$ cat src/rtl/usr_pkg.sv
// Shared definitions for the universal shift register: mode field type,
// mode encodings and a small mode-classification helper.
package usr_pkg;

    typedef logic [1:0] usr_mode_t;

    localparam usr_mode_t MODE_HOLD = 2'b00;
    localparam usr_mode_t MODE_SHR  = 2'b01;
    localparam usr_mode_t MODE_SHL  = 2'b10;
    localparam usr_mode_t MODE_LOAD = 2'b11;

    // True for the two modes that move data and advance the shift counter.
    function automatic logic is_shift(input usr_mode_t mode);
        return (mode == MODE_SHR) || (mode == MODE_SHL);
    endfunction

endpackage

$ cat src/rtl/usr_bit_cell.sv
// One storage bit of the universal shift register: a D cell behind a 4:1
// next-state mux (hold / value from the right-shift source / left-shift source / D).
module usr_bit_cell
    import usr_pkg::*;
(
    input  logic      Clk,
    input  logic      Reset,
    input  logic      En,
    input  usr_mode_t Mode,
    input  logic      D,
    input  logic      ShrIn,
    input  logic      ShlIn,
    output logic      Q,
    output logic      Qn
);

    logic q_q;
    logic q_d;

    // NOTE: q_d gets its default before any branch so no path leaves it unassigned (no latch).
    always_comb begin
        q_d = q_q;
        if (En) begin
            case (Mode)
                MODE_HOLD: q_d = q_q;
                MODE_SHR:  q_d = ShrIn;
                MODE_SHL:  q_d = ShlIn;
                MODE_LOAD: q_d = D;
            endcase
        end
    end

    // NOTE: state registers use non-blocking assignment; reset is synchronous and outranks En.
    always_ff @(posedge Clk) begin
        if (Reset) begin
            q_q <= 1'b0;
        end else begin
            q_q <= q_d;
        end
    end

    assign Q  = q_q;
    assign Qn = ~q_q;

endmodule

$ cat src/rtl/universal_shift_reg.sv
// N-bit universal shift register (hold / shift right / shift left / load) with a
// saturating shift counter. Optional rotate input Rot is enabled by USR_ROTATE_EN.
module universal_shift_reg
    import usr_pkg::*;
#(
    parameter int WIDTH = 8,
    parameter int CNT_W = $clog2(WIDTH + 1)
) (
    input  logic             Clk,
    input  logic             Reset,
    input  logic             En,
    input  usr_mode_t        Mode,
    input  logic [WIDTH-1:0] D,
    input  logic             SerInR,
    input  logic             SerInL,
`ifdef USR_ROTATE_EN
    input  logic             Rot,
`endif
    output logic [WIDTH-1:0] Q,
    output logic [WIDTH-1:0] Qn,
    output logic             SerOutR,
    output logic             SerOutL,
    output logic [CNT_W-1:0] ShiftCnt,
    output logic             Drained
);

    logic [WIDTH-1:0] q_w;
    logic [WIDTH-1:0] qn_w;
    logic             shr_msb_in;
    logic             shl_lsb_in;
    logic [WIDTH-1:0] shr_src;
    logic [WIDTH-1:0] shl_src;
    logic [CNT_W-1:0] cnt_q;
    logic [CNT_W-1:0] cnt_d;
    logic             cnt_full;

`ifdef USR_ROTATE_EN
    // Rotation recirculates the bit leaving the opposite end instead of the serial input.
    assign shr_msb_in = Rot ? q_w[0]       : SerInR;
    assign shl_lsb_in = Rot ? q_w[WIDTH-1] : SerInL;
`else
    assign shr_msb_in = SerInR;
    assign shl_lsb_in = SerInL;
`endif

    assign shr_src = {shr_msb_in, q_w[WIDTH-1:1]};
    assign shl_src = {q_w[WIDTH-2:0], shl_lsb_in};

    for (genvar i = 0; i < WIDTH; i++) begin : g_cell
        usr_bit_cell u_cell (
            .Clk   (Clk),
            .Reset (Reset),
            .En    (En),
            .Mode  (Mode),
            .D     (D[i]),
            .ShrIn (shr_src[i]),
            .ShlIn (shl_src[i]),
            .Q     (q_w[i]),
            .Qn    (qn_w[i])
        );
    end

    assign cnt_full = (cnt_q == CNT_W'(WIDTH));

    always_comb begin
        cnt_d = cnt_q;
        if (En) begin
            if (Mode == MODE_LOAD) begin
                cnt_d = '0;
            end else if (is_shift(Mode) && !cnt_full) begin
                cnt_d = cnt_q + CNT_W'(1);
            end
        end
    end

    always_ff @(posedge Clk) begin
        if (Reset) begin
            cnt_q <= '0;
        end else begin
            cnt_q <= cnt_d;
        end
    end

    assign Q        = q_w;
    assign Qn       = qn_w;
    assign SerOutR  = q_w[0];
    assign SerOutL  = q_w[WIDTH-1];
    assign ShiftCnt = cnt_q;
    assign Drained  = cnt_full;

endmodule

$ cat config.mk
export PLATFORM = sky130hd
export DESIGN_NAME = universal_shift_reg
export DESIGN_NICKNAME = d
export VERILOG_FILES = /design/src/rtl/usr_pkg.sv /design/src/rtl/usr_bit_cell.sv /design/src/rtl/universal_shift_reg.sv
export SDC_FILE = /design/constraint.sdc
export NUM_CORES = 1
export LEC_CHECK = 0
export ABC_AREA = 0
export CAP_MARGIN = 10
export CORE_ASPECT_RATIO = 0.75
export CORE_UTILIZATION = 40
export DETAILED_ROUTE_END_ITERATION = 10
export GPL_TIMING_DRIVEN = 1
export PLACE_DENSITY = 0.79
export SLEW_MARGIN = 20
export SYNTH_ARGS = -nofsm -noshare
export SYNTH_HDL_FRONTEND = slang
export SYNTH_SLANG_ARGS = --single-unit
$ cat constraint.sdc
create_clock -name Clk -period 2.29 [get_ports Clk]
set_clock_uncertainty 0.1 [all_clocks]
set_input_delay 0.458 -clock Clk [delete_from_list [all_inputs] [get_ports Clk]]
set_output_delay 0.458 -clock Clk [all_outputs]
set_load 0.005 [all_outputs]
; Word level (Yosys, flattened, before mapping)
; Cells that the tools add are included.
[classes]
n_addsub = 1
mux = 10
eq_ne = 4
n_bitwise = 9
n_reduce_logical = 7
[ops]
columns = cell, n
row1 = $pmux 1 s3, 8
row2 = $not 1->1, 9
row3 = $mux 4, 2
row4 = $add 4x1->4 const B, 1
row5 = $eq 2x2->1 const B, 2
row6 = $eq 4x4->1 const B, 1
row7 = $reduce_and 2->1, 2
row8 = $eq 2x1->1 const B, 1
row9 = $logic_not 2->1, 1
row10 = $reduce_bool 2->1, 1
row11 = $logic_and 1x1->1, 1
row12 = $logic_not 1->1, 1
row13 = $logic_or 1x1->1, 1
[totals]
out_inout_bits = 23
input_bits = 15
ff_bits = 12
elab_cells = 40

; Logic depth before layout (Yosys ltp)
[depth]
ltp_word = 5
depth_mapped = 7
ltp_nobuf = 5

; Modules after synthesis
; A second synthesis with hierarchy kept.
[unflattened]
hier_cells = 88
hier_area_um2 = 829.5
[modules_own_cells]
columns = module, cells_each, instances, area_each_um2, seq_area_each_um2
row1 = usr_bit_cell, 7, 8, 70.1, 20.0
row2 = universal_shift_reg, 32, 1, 269.0, 80.1

; Least setup slack after synthesis
; OpenSTA, ideal clock, no wires.
[synth_timing]
path_kind = reg-to-reg
start = register cnt_q[0] (netlist: ShiftCnt[0])
end = register cnt_q[0] (netlist: ShiftCnt[0])
setup_time_ns = 0.079
t_required_ns = 2.111
setup_slack_ns = 0.567
n_path_buf = 0
synth_period_minus_slack_ns = 1.723
t_arrival_ns = 1.543
stages_incl_launch_ff = 6
path_cell_list = dfxtp_1 -> inv_1 -> ha_1 -> and3b_1 -> or4b_4 -> a211oi_2
[synth_between]
elab_chain_cells = 5
elab_cells_between_ends = 8
classes_between = add/sub (1) / eq/ne (1) / mux (2) / reduce/logical (4)
[synth_lines]
columns = element, line_no
row1 = "start, declared", universal_shift_reg.sv:33  ; logic [CNT_W-1:0] cnt_q;
row2 = "start signal, assigned", universal_shift_reg.sv:80  ; cnt_q <= cnt_d;
row3 = $eq 4x4->1, universal_shift_reg.sv:63  ; assign cnt_full = (cnt_q == CNT_W'(WIDTH));
row4 = named net Drained, universal_shift_reg.sv:24  ; output logic Drained
row5 = $logic_not 1->1, universal_shift_reg.sv:70  ; end else if (is_shift(Mode) && !cnt_full) begin
row6 = $logic_and 1x1->1, universal_shift_reg.sv:70
row7 = $reduce_bool 2->1 (no source line), -
row8 = $reduce_and 2->1 (no source line), -
; The timed path passes the listed nets, and every way through them passes these cells. The select of a mux whose other input is x is not followed.
; A chain may end at the register's enable or synchronous reset.

; Worst setup path in the final report
[layout_timing]
start = register cnt_q[1] (netlist: ShiftCnt[1])
end = output port Drained
[layout_between]
elab_chain_cells = 1
[layout_lines]
columns = element, line_no
row1 = $eq 4x4->1, universal_shift_reg.sv:63
row2 = "end, declared", universal_shift_reg.sv:24
; No other way between the ends.

==> reports/qor.yml <==
crit_path_max_fanout: 5
fin_setup_tns_ns: 0
initial_utilization_pct: 45.4
clk_latency_ns: 0.29
vias_per_cell: 5.33
cts.path.max_buffers: 2
numClockSinks: 12
startpoint_type: "register"
synth-edff-count: 0
grt_max_degree: 17
post-route-period-util_pct: 95.0
synth_top_family_by_area: "compound AO/OA/AOI/OAI gates"
drt-pass1-iter-count: 4
p_switching_mw: 0.157
io_buffers: 37
avgSynthCellArea_um2: 8.02
cp-end-kind: "output port"
rsz0062_at_grt: "false"
powerDensity_nw_per_um2: 491
cts_max_level: 1
clockRootBuffer: "clkbuf_4"
syn-num-nets: 124
tritoncts: "yes"
n_antenna_cell: 0
critPathRequiredTime_ns: 1.73
final_hold_viol_count: 0
die_area_um2: 2270
worstSetupPathType: "reg2out"
crit_arrival_ns: 1.62
yosysTopAreaCellShare_pct: 28.8
synth_fa_ha_area_share_pct: 7.50
post-synth-top-count-cell: "buf_4"
place_congestion: 0.817
nets: 149
die_h_um: 41.6
wl_mm: 1.91
p_int_mw: 0.412
fp.dieW_um: 54.7
cts_setup_buffers: 0
synth_compound_area_share_pct: 24.1
path_clk_slew_ns: 0.08
area_growth_pct: 39.0
drc: 0
grt_pass1_vias: 667
switching_share_pct: 27.6
status: "complete, no violations"
dp_hpwl_mm: 1.46
setup_violations: 0
yosysSeqAreaShare_pct: 28.8
ir_drop_uv: 374
drv_cap: 0
cts_buffers: 3
drive_gt1_share_pct: 9.38
fin_crit_ns: 2.18
ios: 38
synth_simple_gate_area_share_pct: 16.5
synthXorXnorAreaFrac_pct: 0
n_fill_cell: 172
p_clk_share_pct: 31.3
postPlaceCellArea_um2: 1120
grt_pass1_wl_mm: 3.02
coreArea_um2: 1840
synth-seq-cells: 12
syn_inst: 104
worst_pin_slew_ns: 0.553
track_usage_pct: 19.3
fmax_ghz: 0.459
wl_per_cell_um: 12.8
synth_ff_type: "dfxtp_1"
drtAntennaViolNets: 0
syn-cell-area_um2: 835
async_reset_ff_share_pct: 0
antenna_found_initial: 0
slew_viol_final: 0
fin_area_um2: 1160
overflow: 0
fp-row-count: 13
seq_power_share_pct: 41.8
vias: 800
synth_top_area_cell: "dfxtp_1"
hp-class: "reg2reg"
yosys-top-cells-area: "dfxtp_1 (29%), buf_4 (14%), a311oi_1 (8.4%)"
synth.cells.most_frequent: "buf_4 (16), inv_1 (14), dfxtp_1 (12)"
slew_headroom_pct: 63.0
yosysWarnings: 0
power_frac_comb_pct: 26.9
first_iter_violations: 13
cts_hold_buffers: 0
yosysUniqueCellTypes: 25
power.leakage_nw: 0.444
muxShareOfSynthArea_pct: 0
## cells in the final DEF (no fill, tap or decap), types with 3 or more instances in the layout
cell type | netlist | layout
a22oi_1 | 8 | 8
clkdlybuf4s50_1 | 0 | 37
nand2_1 | 8 | 8
a311oi_1 | 8 | 8
clkbuf_4 | 0 | 3
ha_1 | 5 | 5
dfxtp_1 | 12 | 11
buf_4 | 16 | 4
inv_1 | 14 | 14
nor2_1 | 10 | 10
## cell families after synthesis
kind of cell,after synthesis
simple gates,27
buf+inv,35
flops,12
compound gates,25
fa+ha+maj,5
## cell type report
class / count / area [um2] / share of cell area (%)
clock buffer: 4 / 36.3 / 3.13
tap: 22 / 27.5 / 2.37
sequential: 12 / 241 / 20.8
timing repair buffer: 41 / 400 / 34.5
inverter: 14 / 52.6 / 4.53
multi-input combinational: 57 / 402 / 34.6
## worst paths after layout
check               from           to  slack, ns  cells past startpoint
max          ShiftCnt[1]      Drained       0.11                      4
min          ShiftCnt[3]  ShiftCnt[3]       0.42                      2
max reg2reg  ShiftCnt[1]  ShiftCnt[0]       0.46                      5
min reg2reg  ShiftCnt[3]  ShiftCnt[3]       0.42                      2
## registers in the layout (all words and copies together), names as in the netlist
signal,cells
ShiftCnt,4
g_cell.u_cell.Q,8
## critical path, stage by stage (launching register included)
cell             delay (ns)
dfxtp_1                0.43
inv_1                  0.09
ha_1                   0.20
and3b_1                0.18
clkdlybuf4s50_1        0.44
## power by group through the flow
| stage | sequential (mW) | combinational, mW | clock (mW) |
|---|---|---|---|
| global route | 0.241 | 0.169 | 0.194 |
| finish | 0.238 | 0.153 | 0.178 |
| floorplan | 0.240 | 0.0894 | 0 |
| global placement | 0.241 | 0.149 | 0 |
| detailed placement | 0.243 | 0.154 | 0 |
| CTS | 0.238 | 0.155 | 0.181 |
## repair_timing
| action | in CTS | in global routing |
|---|---|---|
| gates resized for setup | 0 | 1 |
| endpoints found under the hold margin | 0 | 0 |
| setup endpoints to repair | 0 | 1 |
## per-layer routing
layer | share of wire [%] | up-vias | track usage [%]
li1 | - | 397 | -
met1 | 40 | 362 | 23.2
met2 | 50 | 36 | 29.9
met3 | 7.1 | 5 | 6.59
met4 | 2.1 | 0 | 9.23
met5 | 0 | - | 0
## stage by stage
| stage | util (%) | std cells | power, mW | worst slack (ns) | hold slack, ns |
|---|---|---|---|---|---|
| floorplan | - | 104 | 0.329 | 0.567 | 0.387 |
| global placement | 61.1 | 146 | 0.390 | 0.0664 | 0.406 |
| detailed placement | 61.1 | 146 | 0.397 | -0.0316 | 0.408 |
| CTS | 63.0 | 150 | 0.573 | 0.0511 | 0.419 |
| global route | 63.1 | 150 | 0.604 | 0.0225 | 0.455 |
| finish | 63.1 | 150 | 0.569 | 0.114 | 0.423 |
Power figures use the tool's default switching activity.
